## config.mk

```make
export PLATFORM = sky130hd
export DESIGN_NAME = lsu_ctrl
export DESIGN_NICKNAME = d
export VERILOG_FILES = /design/src/rtl/lsu_ctrl.sv
export SDC_FILE = /design/constraint.sdc
export NUM_CORES = 1
export LEC_CHECK = 0
export ABC_AREA = 1
export BUFFER_PORTS_ARGS = -buffer_cell sky130_fd_sc_hd__buf_4
export CAP_MARGIN = 20
export CELL_PAD_IN_SITES_DETAIL_PLACEMENT = 1
export CELL_PAD_IN_SITES_GLOBAL_PLACEMENT = 2
export CORE_ASPECT_RATIO = 0.9
export CORE_MARGIN = 4
export CORE_UTILIZATION = 27
export CTS_CLUSTER_DIAMETER = 120
export DETAILED_ROUTE_END_ITERATION = 6
export PLACE_DENSITY_LB_ADDON = 0.1
export SYNTH_ARGS = -nofsm -noshare
export SYNTH_HDL_FRONTEND = slang
export SYNTH_SLANG_ARGS = --single-unit
```

## constraint.sdc

```tcl
create_clock -name clk -period 17.65 [get_ports clk]
set_input_delay 1.765 -clock clk [delete_from_list [all_inputs] [get_ports clk]]
set_output_delay 1.765 -clock clk [all_outputs]
set_load 0.02 [all_outputs]
```

## src/rtl/lsu_ctrl.sv

```systemverilog
// lsu_ctrl -- load/store initiator between the execute stage and the memory
// controller's data port.
//
// Accepts one request at a time (req_valid/req_ready), checks width legality
// and alignment, issues a single-cycle mem_en pulse, captures the registered
// read data one cycle later and returns a tagged result with fault flags
// (resp_valid/resp_ready).
//
// Ports:
//   clk, rst            clock, asynchronous active-high reset
//   req_*               request channel (store flag, width code, addr, data, tag)
//   flush               drop the in-flight response
//   resp_*              response channel (data, tag, store flag, fault flags)
//   mem_*               memory data port; mem_rdata is valid the cycle after mem_en
module lsu_ctrl #(
  parameter int DATA_WIDTH = 64,
  parameter int TAG_WIDTH  = 5
) (
  input  logic                  clk,
  input  logic                  rst,
  input  logic                  req_valid,
  output logic                  req_ready,
  input  logic                  req_is_store,
  input  logic [2:0]            req_funct3,
  input  logic [DATA_WIDTH-1:0] req_addr,
  input  logic [DATA_WIDTH-1:0] req_wdata,
  input  logic [TAG_WIDTH-1:0]  req_tag,
  input  logic                  flush,
  output logic                  resp_valid,
  input  logic                  resp_ready,
  output logic [DATA_WIDTH-1:0] resp_data,
  output logic [TAG_WIDTH-1:0]  resp_tag,
  output logic                  resp_is_store,
  output logic                  resp_misalign,
  output logic                  resp_illegal,
  output logic [DATA_WIDTH-1:0] mem_addr,
  output logic                  mem_enwr,
  output logic                  mem_en,
  output logic [DATA_WIDTH-1:0] mem_wdata,
  output logic [2:0]            mem_wid,
  input  logic [DATA_WIDTH-1:0] mem_rdata
);

  typedef enum logic [1:0] {IDLE, ISSUE, CAPTURE, RESP} state_t;

  state_t state, state_nxt;

  logic accept;
  logic illegal;
  logic misalign_raw;
  logic misalign;
  logic fault;

  assign accept = (state == IDLE) && req_valid;

  // Width legality: 111 is never legal; the unsigned variants only make
  // sense for loads.
  assign illegal = (req_funct3 == 3'b111) || (req_is_store && req_funct3[2]);

  // Alignment depends only on the size bits; B/BU never misalign.
  always_comb begin
    misalign_raw = 1'b0;
    case (req_funct3[1:0])
      2'b01:   misalign_raw = req_addr[0];
      2'b10:   misalign_raw = |req_addr[1:0];
      2'b11:   misalign_raw = |req_addr[2:0];
      default: misalign_raw = 1'b0;
    endcase
  end

  // Illegal wins when both apply.
  assign misalign = misalign_raw && !illegal;
  assign fault    = illegal || misalign_raw;

  // ---------------------------------------------------------------------------
  // FSM: state register
  // ---------------------------------------------------------------------------
  always_ff @(posedge clk or posedge rst) begin
    if (rst) state <= IDLE;
    else     state <= state_nxt;
  end

  // ---------------------------------------------------------------------------
  // FSM: next state
  // ---------------------------------------------------------------------------
  always_comb begin
    state_nxt = state;
    case (state)
      IDLE: begin
        // flush has no effect here; a same-cycle request is still taken
        if (req_valid) state_nxt = fault ? RESP : ISSUE;
      end
      ISSUE: begin
        // the access itself is already on the port; flush only kills the response
        if (flush)              state_nxt = IDLE;
        else if (resp_is_store) state_nxt = RESP;
        else                    state_nxt = CAPTURE;
      end
      CAPTURE: begin
        state_nxt = flush ? IDLE : RESP;
      end
      RESP: begin
        if (flush || resp_ready) state_nxt = IDLE;
      end
      default: state_nxt = IDLE;
    endcase
  end

  // ---------------------------------------------------------------------------
  // FSM: state-decoded outputs (async reset forces IDLE, so mem_en drops at once)
  // ---------------------------------------------------------------------------
  always_comb begin
    req_ready  = 1'b0;
    resp_valid = 1'b0;
    mem_en     = 1'b0;
    mem_enwr   = 1'b1;
    case (state)
      IDLE:  req_ready = 1'b1;
      ISSUE: begin
        mem_en   = 1'b1;
        mem_enwr = ~resp_is_store;
      end
      RESP:  resp_valid = 1'b1;
      default: ;
    endcase
  end

  // ---------------------------------------------------------------------------
  // Datapath registers
  // ---------------------------------------------------------------------------
  // The memory-side fields load only when an access will really be issued, so
  // they keep the previous access's values across faulted requests.
  always_ff @(posedge clk or posedge rst) begin
    if (rst) begin
      mem_addr  <= '0;
      mem_wdata <= '0;
      mem_wid   <= 3'b000;
    end else if (accept && !fault) begin
      mem_addr  <= req_addr;
      mem_wdata <= req_wdata;
      mem_wid   <= req_funct3;
    end
  end

  always_ff @(posedge clk or posedge rst) begin
    if (rst) begin
      resp_tag      <= '0;
      resp_is_store <= 1'b0;
    end else if (accept) begin
      resp_tag      <= req_tag;
      resp_is_store <= req_is_store;
    end
  end

  // resp_data starts at zero for every request; only a completed load
  // overwrites it in CAPTURE, which leaves stores and faults at zero.
  always_ff @(posedge clk or posedge rst) begin
    if (rst) begin
      resp_data <= '0;
    end else if (accept) begin
      resp_data <= '0;
    end else if (state == CAPTURE && !flush) begin
      resp_data <= mem_rdata;
    end
  end

  always_ff @(posedge clk or posedge rst) begin
    if (rst) begin
      resp_misalign <= 1'b0;
      resp_illegal  <= 1'b0;
    end else if (accept) begin
      resp_misalign <= misalign;
      resp_illegal  <= illegal;
    end else if (state == RESP && (resp_ready || flush)) begin
      resp_misalign <= 1'b0;
      resp_illegal  <= 1'b0;
    end
  end

endmodule

```

== Word-level counts from Yosys, hierarchy flattened ==
Index checks and enable logic that the tools add are counted.

* Output and inout bits: 207
* Bits in registers: 205
* Bits of input ports: 206
* ROM bits: 0
* Memory bits (writable): 0
* Latch bits: 0
* Memories kept: 0
* Logic and storage cells: 54

* Equal/unequal tests: 9
* $lt $le $gt $ge: 0
* Reduce and logical (&&, ||, !) cells: 18
* Multiply operators: 0
* Shifts and indexed selects: 0
* Mux-type cells: 17
* Add/sub/neg operators: 0
* Bitwise logic cells: 1
* Div/mod/pow operators: 0

{| class="wikitable"
|+ Operators with widths
! cell !! number
|-
| 2-to-1 mux 64 bit || 2
|-
| 2-to-1 mux 2 bit || 5
|-
| equality test 2 bit, second input constant || 4
|-
| 2-to-1 mux 1 bit || 8
|-
| case mux 2 bit (4 select lines) || 1
|-
| logical AND 1 bit || 6
|-
| equality test 2 x 1 -> 1 bit, second input constant || 2
|-
| inequality test 2 bit, second input constant || 2
|-
| nonzero test 2 bit || 2
|-
| equality test 3 bit, second input constant || 1
|-
| zero test 1 bit || 3
|-
| logical OR 1 bit || 3
|-
| case mux 1 bit (3 select lines) || 1
|-
| OR reduction 3 bit || 1
|-
| zero test 2 bit || 1
|-
| AND reduction 2 bit || 1
|-
| OR reduction 2 bit || 1
|-
| NOT 1 bit || 1
|}

== Longest topological paths before layout ==
Gate-level depths: netlist of the first run.

* Depth after elaboration: 6
* Gate-level depth with buffers: 8
* Mapped depth without buffers: 6

== Least setup slack after synthesis of the first run ==
No wires, ideal clock.

* Kind: register to output
* From: register state[0]
* To: output mem_enwr
* Buffers on the path: 0
* Slack: 14838 ps
* Stages on the path, launching flop included: 4
* Required time: 15885 ps
* Data arrival time: 1047 ps
* Cell sequence: dfrtp_1 -> inv_1 -> nor2_1 -> nand2_1

* Word-level cells in the longest chain between the ends: 2

{| class="wikitable"
|+ Ends and longest elaborated chain
! item !! RTL line !! text
|-
| from (decl) || 46 || <nowiki>state_t state, state_nxt;</nowiki>
|-
| from (signal assigned) || 80 || <nowiki>else state <= state_nxt;</nowiki>
|-
| equality test 2 x 1 -> 1 bit || 117 || <nowiki>case (state)</nowiki>
|-
| 2-to-1 mux 1 bit || 117 ||
|-
| to (decl) || 37 || <nowiki>output logic mem_enwr,</nowiki>
|}

Every way passes these cells.

== Final worst setup path of the first run ==
* From: input req_funct3[1]
* To: register mem_addr[62]

* Word-level cells in the longest chain between the ends: 5
* Elaborated cells between the ends (all ways): 9
* Those cells by class: eq/ne (4); mux (1); reduce/logical (4)

{| class="wikitable"
|+ Ends and longest elaborated chain
! item !! RTL line !! text
|-
| from (decl) || 24 || <nowiki>input logic [2:0] req_funct3,</nowiki>
|-
| equality test 2 bit, or another cell as far along || 63 || <nowiki>case (req_funct3[1:0])</nowiki>
|-
| case mux 1 bit (3 select lines) / logical OR 1 bit (equally long branches) || 63, 58 ||
|-
| logical OR 1 bit (*) || 73 || <nowiki>assign fault = illegal || misalign_raw;</nowiki>
|-
| zero test 1 bit (*) || 138 || <nowiki>end else if (accept && !fault) begin</nowiki>
|-
| logical AND 1 bit (*) || 138 ||
|-
| to (signal assigned) || 139 || <nowiki>mem_addr <= req_addr;</nowiki>
|-
| to (decl) || 36 || <nowiki>output logic [DATA_WIDTH-1:0] mem_addr,</nowiki>
|}

Mark *: on every way between the ends. The rest lies on a longest branch, timed or not.
A chain may end at the register's enable or synchronous reset.

==> results of run 1 <==
kinds of logic (layout without fill, tap and decap cells):
kind of cell / Yosys count / after routing / share of synthesized area [%]
buffers and inverters: 135 / 539 / 6.87
AOI/OAI and AO/OA: 70 / 70 / 4.27
other: 0 / 1 / 0
and+or+nand+nor: 505 / 505 / 26.4
DFF: 205 / 205 / 62.5
through the flow:
| step | power [W] | hold slack [ns] | area [um^2] | util (%) | setup WS (ns) |
|---|---|---|---|---|---|
| detailed placement | 0.00186 | 0.459 | 11600 | 38.7 | 13.41 |
| global placement | 0.00184 | 0.455 | 11600 | 38.7 | 13.39 |
| CTS | 0.00243 | 0.473 | 12500 | 41.8 | 13.97 |
| finish | 0.00239 | 0.469 | 12600 | 41.9 | 13.98 |
| floorplan | 0.00133 | 0.580 | 8210 | - | 10.29 |
| global route | 0.00255 | 0.491 | 12600 | 41.9 | 13.77 |
metal layers:
layer | vias to the layer above | global-route usage [%] | wire, um
met1 | 3650 | 22.3 | 12600
li1 | 3694 | - | -
met5 | - | 0 | 0
met4 | 0 | 3.83 | 686
met3 | 35 | 7.33 | 3380
met2 | 267 | 29.8 | 14800
flip-flops by register name, summed over array words and instances (netlist names):
signal         flops
resp_is_store      1
state              2
resp_tag           5
resp_misalign      1
mem_addr          64
mem_wdata         64
mem_wid            3
resp_illegal       1
resp_data         64
tightest hold or removal path, delay by kind of cell, from the launching register on:
family | cells | cell delay, ns
simple gates | 2 | 0.10
flops | 1 | 0.34
layout by cell type, fill, tap and decap left out, drive strengths merged:
cell type / count
buf: 420
nand2: 296
dfrtp: 205
nand3: 203
inv: 72
o21ai: 68
clkbuf: 35
clkinv: 6
nor2: 6
clkinvlp: 3
bufinv: 3
a21oi: 2
diode: 1
how the worst max path moves through the flow:
stage / from / end / slack [ns] / cells after the start
global placement: req_funct3[1] / mem_wid[0] / 13.39 / 8
CTS: req_funct3[1] / mem_addr[62] / 13.97 / 8
floorplan: rst / mem_addr[0] / 10.29 / 1
global route: req_funct3[2] / mem_wdata[25] / 13.77 / 8
finish: req_funct3[1] / mem_addr[62] / 13.98 / 8
detailed placement: req_funct3[1] / mem_addr[62] / 13.41 / 8
cell type report:
type / count / area [um^2]
fill: 3547 / 17400
sequential: 205 / 5130
timing repair buffer: 420 / 3170
multi-input combinational: 575 / 2540
clock buffer: 35 / 766
tap: 403 / 504
inverter: 71 / 274
clock inverter: 13 / 158
antenna: 1 / 2.50
power by group:
group / internal [W] / switching (W)
combinational: 0.000401 / 0.000621
clock: 0.000349 / 0.000213
sequential: 0.000685 / 0.000122
total: 0.00143 / 0.000956
==> results.md, run 1 <==
- Outcome: finished, final reports clean
- Die Area: 0.0333 mm^2
- Post CTS Setup Buffer Count: 0
- Final period utilization: 20.8%
- Minimum clock period: 3.67 ns
- Slew Limit Fails: 0
- Final setup fails: 0
- # rows: 60
- DR pass1 iterations: 4
- Most frequent CP cell: nand2_1
- Post-Synthesis Cells: 915
- FFs w/ async S/R, synth: 100%
- Reg-to-reg critical path endpoint: mem_addr[62]
- Max Fclk: 0.272 GHz
- Clk root buf: clkbuf_16
- Die width: 192 um
- VDD IR max: 0.109 mV
- Seq cells post-synth: 205
- Setup repair after global routing missed its margin: false
- CTS Buffer Depth: 3
- TritonCTS Sinks: 205
- Worst min-delay path class: flop to flop
- Yosys top cell by area: dfrtp_1
- Share of layout cells above drive strength 1: 35.9%
- Fin Setup TNS: 0 ns
- Area growth from synthesis to layout: 52.8%
- Static leakage: 6.93 nW
- Slowest stage delay, CP: 0.65 ns
- Drt total wl: 31500 um
- Sequential fraction of the synthesis area: 62.5%
- Maxcap violations: 0
- Syn_nets: 1121
- CTS buffer count: 26
- CP max stage cell: nor2_4
- Area of the core: 0.0300 mm^2
- CTS tree: built
- Post-synth cell types: 13
- Critical-path cell list: buf_4, nand3_1, nand2_1, nor2_4, nand2_4, buf_4, nand2_1, nand2_1
- Max Fanout on Critical Path: 97
- Global Route Usage Sum: 18.1%
- Area contributors post-synth: dfrtp_1 62%, nand2_1 13%, nand3_1 12%, o21ai_0 4.1%, inv_1 3.2%
- Layout Skew: 0.0135 ns
- Hold_sp: mem_addr[12]
- Die H: 173 um
- WP data required: 18.05 ns
- CP startpoint kind: primary input
- Vias in the first global route: 7962
- Post-CTS Resized: 0
- Max_slew headroom: 27.1%
- Most common cell in the netlist: nand2_1
- Slew of the pin with the lowest slew margin: 1.09 ns
- Yosys warns: 0
- H-tree levels: 1
- Starting Density: 27.4%
- Crit Reg-Reg Startpoint: state[1]
- Critical path data arrival time: 4.08 ns
- First-pass GRT wire length: 47800 um
- Starting DRT DRC Count: 365
- Placed Instances: 1673
- Final net count: 1505
- Top FF cell, synth: dfrtp_1
- Via density per instance: 4.44
- Hold EP: mem_addr[12]
- CP top delay family: simple AND/OR/NAND/NOR gates
- Syn avg cell area: 8.98 um^2
- Worst-path clk slew: 0.05 ns
- Ports: 413
- CTS Hold Bufs: 0
- Antenna violations before repair: 1
- R2R Setup Slk: 14.64 ns
- DRT antenna net count: 0
- DRC errors left: 0
- Post-synth top cells: 294 x nand2_1, 205 x dfrtp_1, 203 x nand3_1, 71 x inv_1, 68 x o21ai_0
- GRT overflow: 0
- Hold Crit Depth: 2
- Post-synth EDFFs: 0
- DR vias: 7646
- Avg WL per Cell: 18.3 um
- Worst-Skew Late Latency: 0.53 ns
- Final Hold Viols: 0
- Critical path type: primary input to flop
- Crit end category: flop
- Synth top area share: 62.5%
- Pwr per Cell Area: 190 mW/mm^2
- Critical path buffers and inverters: 2
- R2R cell count: 7
- Post-Layout Cell Count: 1723
- IO Port Bufs: 412
- Placer Congestion: 0.713
- Mapped Area: 0.00821 mm^2
- Largest net degree at the start of global routing: 129
- Hpwl dp: 21800 um
Note: power is estimated with default switching activity, not from simulation.
==> run 2: changes to the inputs <==
--- a/config.mk
+++ b/config.mk
@@ -12,7 +12,7 @@
 export CELL_PAD_IN_SITES_GLOBAL_PLACEMENT = 2
 export CORE_ASPECT_RATIO = 0.9
 export CORE_MARGIN = 4
-export CORE_UTILIZATION = 27
+export CORE_UTILIZATION = 25
 export CTS_CLUSTER_DIAMETER = 120
 export DETAILED_ROUTE_END_ITERATION = 6
 export PLACE_DENSITY_LB_ADDON = 0.1
==> constraint.sdc (replaced) <==
create_clock -name clk -period 3.7 [get_ports clk]
set_input_delay 0.37 -clock clk [delete_from_list [all_inputs] [get_ports clk]]
set_output_delay 0.37 -clock clk [all_outputs]
set_load 0.02 [all_outputs]
==> results.md, run 2 (synthesis gave the netlist of run 1 again) <==
- Outcome: finished, final reports clean
- H-tree levels: 1
- Share of layout cells above drive strength 1: 35.7%
- CTS tree: built
- CTS Hold Bufs: 0
- Hpwl dp: 22700 um
- Maxcap violations: 0
- Area of the core: 0.0322 mm^2
- Avg WL per Cell: 18.5 um
- Sequential power share: 34.3%
- Area growth from synthesis to layout: 52.9%
- Layout Skew: 0.00528 ns
- Fin Setup TNS: 0 ns
- Ports: 413
- DRT antenna net count: 0
- Critical path data arrival time: 2.35 ns
- DR vias: 7660
- Hold WS: 0.0592 ns
- Starting DRT DRC Count: 290
- Final setup fails: 0
- Worst setup margin: 1.75 ns
- VDD IR max: 0.332 mV
- Comb pwr share: 43.3%
- Worst-Skew Late Latency: 0.51 ns
- P_sw: 0.00454 W
- CP startpoint kind: flop
- GRT overflow: 0
- Pwr per Cell Area: 899 mW/mm^2
- Pwr Total: 0.0113 W
- Final period utilization: 52.7%
- Placer Congestion: 0.753
- Worst-path clk slew: 0.06 ns
- Largest regs: mem_addr (64), mem_wdata (64), resp_data (64)
- Post CTS Setup Buffer Count: 0
- Slew of the pin with the lowest slew margin: 0.946 ns
- Max Fanout on Critical Path: 48
- First-pass GRT wire length: 48900 um
- Vias in the first global route: 8079
- Setup repair after global routing missed its margin: false
- Most frequent cells in the layout: 419 x buf_4, 293 x nand2_1, 205 x dfrtp_1, 202 x nand3_1, 70 x inv_1
- DP Worst Slack: 1.69 ns
- CTS Buffer Depth: 3
- Placed Instances: 1691
- Clk network pwr share: 22.4%
- Die Area: 0.0358 mm^2
- # rows: 62
- Critical path type: flop to flop
- Starting Density: 25.5%
- Drt total wl: 32000 um
- Max_slew headroom: 36.8%
- Post-CTS Resized: 0
- IO Port Bufs: 412
- Largest net degree at the start of global routing: 134
- DR pass1 iterations: 4
- Post-Layout Cell Count: 1735
- Global Route Usage Sum: 17.1%
- Final net count: 1508
- Die width: 199 um
- Static leakage: 6.92 nW
- Int Pwr: 0.00675 W
- Max Fclk: 0.513 GHz
- DRC errors left: 0
- Clk root buf: clkbuf_16
- Via density per instance: 4.41
- Worst min-delay path class: primary input to asynchronous set/reset pin
- Slew Limit Fails: 0
- CTS buffer count: 25
- Sw frac: 40.2%
- Final Hold Viols: 0
- N_diodes: 0
- Commonest non-fill, non-tap cell in the layout: buf_4
- Antenna violations before repair: 0
- Crit end category: flop
- Die H: 180 um
- Minimum clock period: 1.95 ns
- WP data required: 4.10 ns
- TritonCTS Sinks: 205
-- run 2: cell count changes in the layout (fill, tap and decap cells not counted) --
cell / delta
diode_2: -1
clkbuf_16: -2
buf_12: +5
clkinvlp_4: -1
inv_8: -2
clkinv_4: -1
buf_16: -1
clkbuf_1: +2
-- run 2: path summary, 6_finish.rpt --
kind	from	end	slack, ns	cells after the start
max	state[1]	mem_addr[3]	1.75	7
min	rst	resp_data[62]	0.06	2
max reg2reg	state[1]	mem_addr[3]	1.75	7
min reg2reg	mem_addr[19]	mem_addr[19]	0.47	2
max in group asynchronous	rst	mem_addr[14]	2.83	3
min in group clk	req_addr[63]	mem_addr[63]	0.08	3
-- run 2: area by class of cell --
cell class / instances / area (um^2)
Tap cell: 416 / 520
Multi-Input combinational cell: 575 / 2540
Fill cell: 3813 / 19600
Clock buffer: 35 / 723
Sequential cell: 205 / 5130
Clock inverter: 9 / 123
Timing Repair Buffer: 424 / 3250
Inverter: 71 / 270
-- run 2: routing by layer --
layer	part of all wire [%]	track usage (%)	wire length [um]
met5	0	0	0
met4	2.4	3.88	784
met3	11	7.09	3400
met2	46	27.2	14700
met1	41	21.7	13200
-- run 2: power by group through the flow --
stage               clock network [W]  logic, W  registers [W]
CTS                           0.00262   0.00501        0.00389
detailed placement                  0   0.00501        0.00390
global route                  0.00272   0.00532        0.00402
global placement                    0   0.00495        0.00388
floorplan                           0   0.00127        0.00508
finish                        0.00253   0.00488        0.00387
-- run 2: worst max-delay path, cell delays in order, from the launching register on --
cell     delay [ns]
dfrtp_1        0.46
nor2_4         0.22
nand2_2        0.10
nor2_4         0.18
nand2_4        0.34
buf_4          0.37
nand2_1        0.09
nand2_1        0.05
-- run 2: through the flow --
step           util [%]  area [um^2]
2_1_floorplan         -         8220
3_3_place_gp       36.4        11700
3_5_place_dp       36.4        11700
4_1_cts            39.0        12600
5_1_grt            39.0        12600
6_report           39.0        12600
==> run 3: changes to the inputs <==
==> constraint.sdc (replaced) <==
create_clock -name clk -period 1.9 [get_ports clk]
set_input_delay 0.19 -clock clk [delete_from_list [all_inputs] [get_ports clk]]
set_output_delay 0.19 -clock clk [all_outputs]
set_load 0.02 [all_outputs]
==> results.md, run 3 (synthesis gave the netlist of run 1 again) <==
- First-pass GRT wire length: 52900 um
- Slew of the pin with the lowest slew margin: 0.655 ns
- DP Worst Slack: 0.236 ns
- Clk root buf: clkbuf_16
- Max Fanout on Critical Path: 131
- Outcome: finished, final reports clean
- CP max stage cell: dfrtp_1
- Maxcap violations: 0
- Largest net degree at the start of global routing: 132
- Layout fillers: 3745
- Max_slew headroom: 56.4%
- Critical path type: flop to flop
- Avg WL per Cell: 17.5 um
- Vias in the first global route: 9091
- Worst-path clk slew: 0.06 ns
- IO Port Bufs: 412
- Crit end category: flop
- Area growth from synthesis to layout: 80.0%
- Top Metal Used: met4
- Critical-path cell list: nor2_4, nand2_2, nor2_4, nand2_4, buf_12, nand2_1, nand2_1
- Wl on met1: 14200 um
- # rows: 62
- Critical path data arrival time: 2.12 ns
- Final net count: 1721
- Ports: 413
- Die width: 199 um
- Antenna violations before repair: 0
- Reg area: 0.00513 mm^2
- Global Route Usage Sum: 18.3%
- Starting Density: 25.5%
- GRT overflow: 0
- Final setup fails: 0
- DR WL met3: 2740 um
- Final Hold Viols: 0
- CTS buffer count: 25
- Max Fclk: 0.585 GHz
- CTS Buffer Depth: 3
- Worst-Skew Late Latency: 0.52 ns
- Pwr Total: 0.0226 W
- Placed Instances: 1695
- TritonCTS Sinks: 205
- Via density per instance: 4.35
- Drt total wl: 34100 um
- Die H: 180 um
- Placer Congestion: 0.740
- VDD IR max: 0.650 mV
- DR pass1 iterations: 5
- Largest regs: mem_addr (64), mem_wdata (64), resp_data (64)
- Hpwl dp: 22500 um
- Minimum clock period: 1.71 ns
- CTS tree: built
- Area of the multi-input gates: 0.00254 mm^2
- Core Util, Final: 45.9%
- Share of layout cells above drive strength 1: 31.1%
- Setup repair after global routing missed its margin: false
- Slew Limit Fails: 0
- Slowest stage delay, CP: 0.46 ns
- H-tree levels: 1
- Post-Layout Cell Count: 1950
- CTS Hold Bufs: 209
- Commonest non-fill, non-tap cell in the layout: buf_4
- WP data required: 2.31 ns
- Metal2 WL: 16400 um
- Area of the core: 0.0322 mm^2
- DRC errors left: 0
- DR vias: 8490
- Hold WS: 0.0371 ns
- Starting DRT DRC Count: 358
- Post-CTS Resized: 0
- Worst min-delay path class: primary input to flop
- Worst setup margin: 0.189 ns
- CP startpoint kind: flop
- Layout Skew: 0.00407 ns
- DRT antenna net count: 0
- Post CTS Setup Buffer Count: 0
- N_diodes: 0
- CP top delay family: simple AND/OR/NAND/NOR gates
- Most frequent cells in the layout: 417 x buf_4, 293 x nand2_1, 209 x dlygate4sd3_1, 205 x dfrtp_1, 202 x nand3_1
- Final period utilization: 90.0%
- Static leakage: 7.86 nW
- Critical path buffers and inverters: 1
- Pwr per Cell Area: 1530 mW/mm^2
- Die Area: 0.0358 mm^2
## run 3: final timing paths
kind	startpoint	to	slack (ns)	cells after the start
min in group asynchronous	rst	mem_wdata[52]	0.25	3
worst max-delay path	state[1]	mem_addr[62]	0.19	7
worst min-delay path	flush	resp_misalign	0.04	4
worst min register to register	mem_addr[59]	mem_addr[59]	0.47	2
worst max register to register	state[1]	mem_addr[62]	0.19	7
max in group asynchronous	rst	mem_addr[40]	1.03	4
## run 3: layer usage
metal  vias to the layer above  track usage, %
li1                       4117               -
met1                      4057            23.3
met2                       273            30.6
met3                        43            5.60
met4                         0            4.21
met5                         -               0
## run 3: worst min-delay path: cells and delay by family
family                 cells  cell delay (ns)
AND/OR/NAND/NOR            2             0.15
buffers and inverters      1             0.08
AO/OA/AOI/OAI              1             0.09
## run 3: area by class of cell
type,count,area share (%)
clock buffers,37,5.08
clock inverters,9,0.838
inverters,71,1.83
multi-input cells,575,17.2
flip-flops and latches,205,34.7
well taps,416,3.52
repair buffers,637,36.8
## run 3: where the power goes
group,internal [W],total (W),leakage [nW],switching [W]
clock network,0.00313,0.00505,0.437,0.00192
registers,0.00636,0.00753,2.61,0.00116
logic,0.00411,0.0101,4.81,0.00595
total,0.0136,0.0226,7.86,0.00902
## run 3: stage by stage
stage          instance area, um^2  TNS (ns)
6_report                     14800         0
5_1_grt                      14800         0
4_1_cts                      14800         0
3_5_place_dp                 11800         0
3_3_place_gp                 11800         0
2_1_floorplan                 8220   -194.40
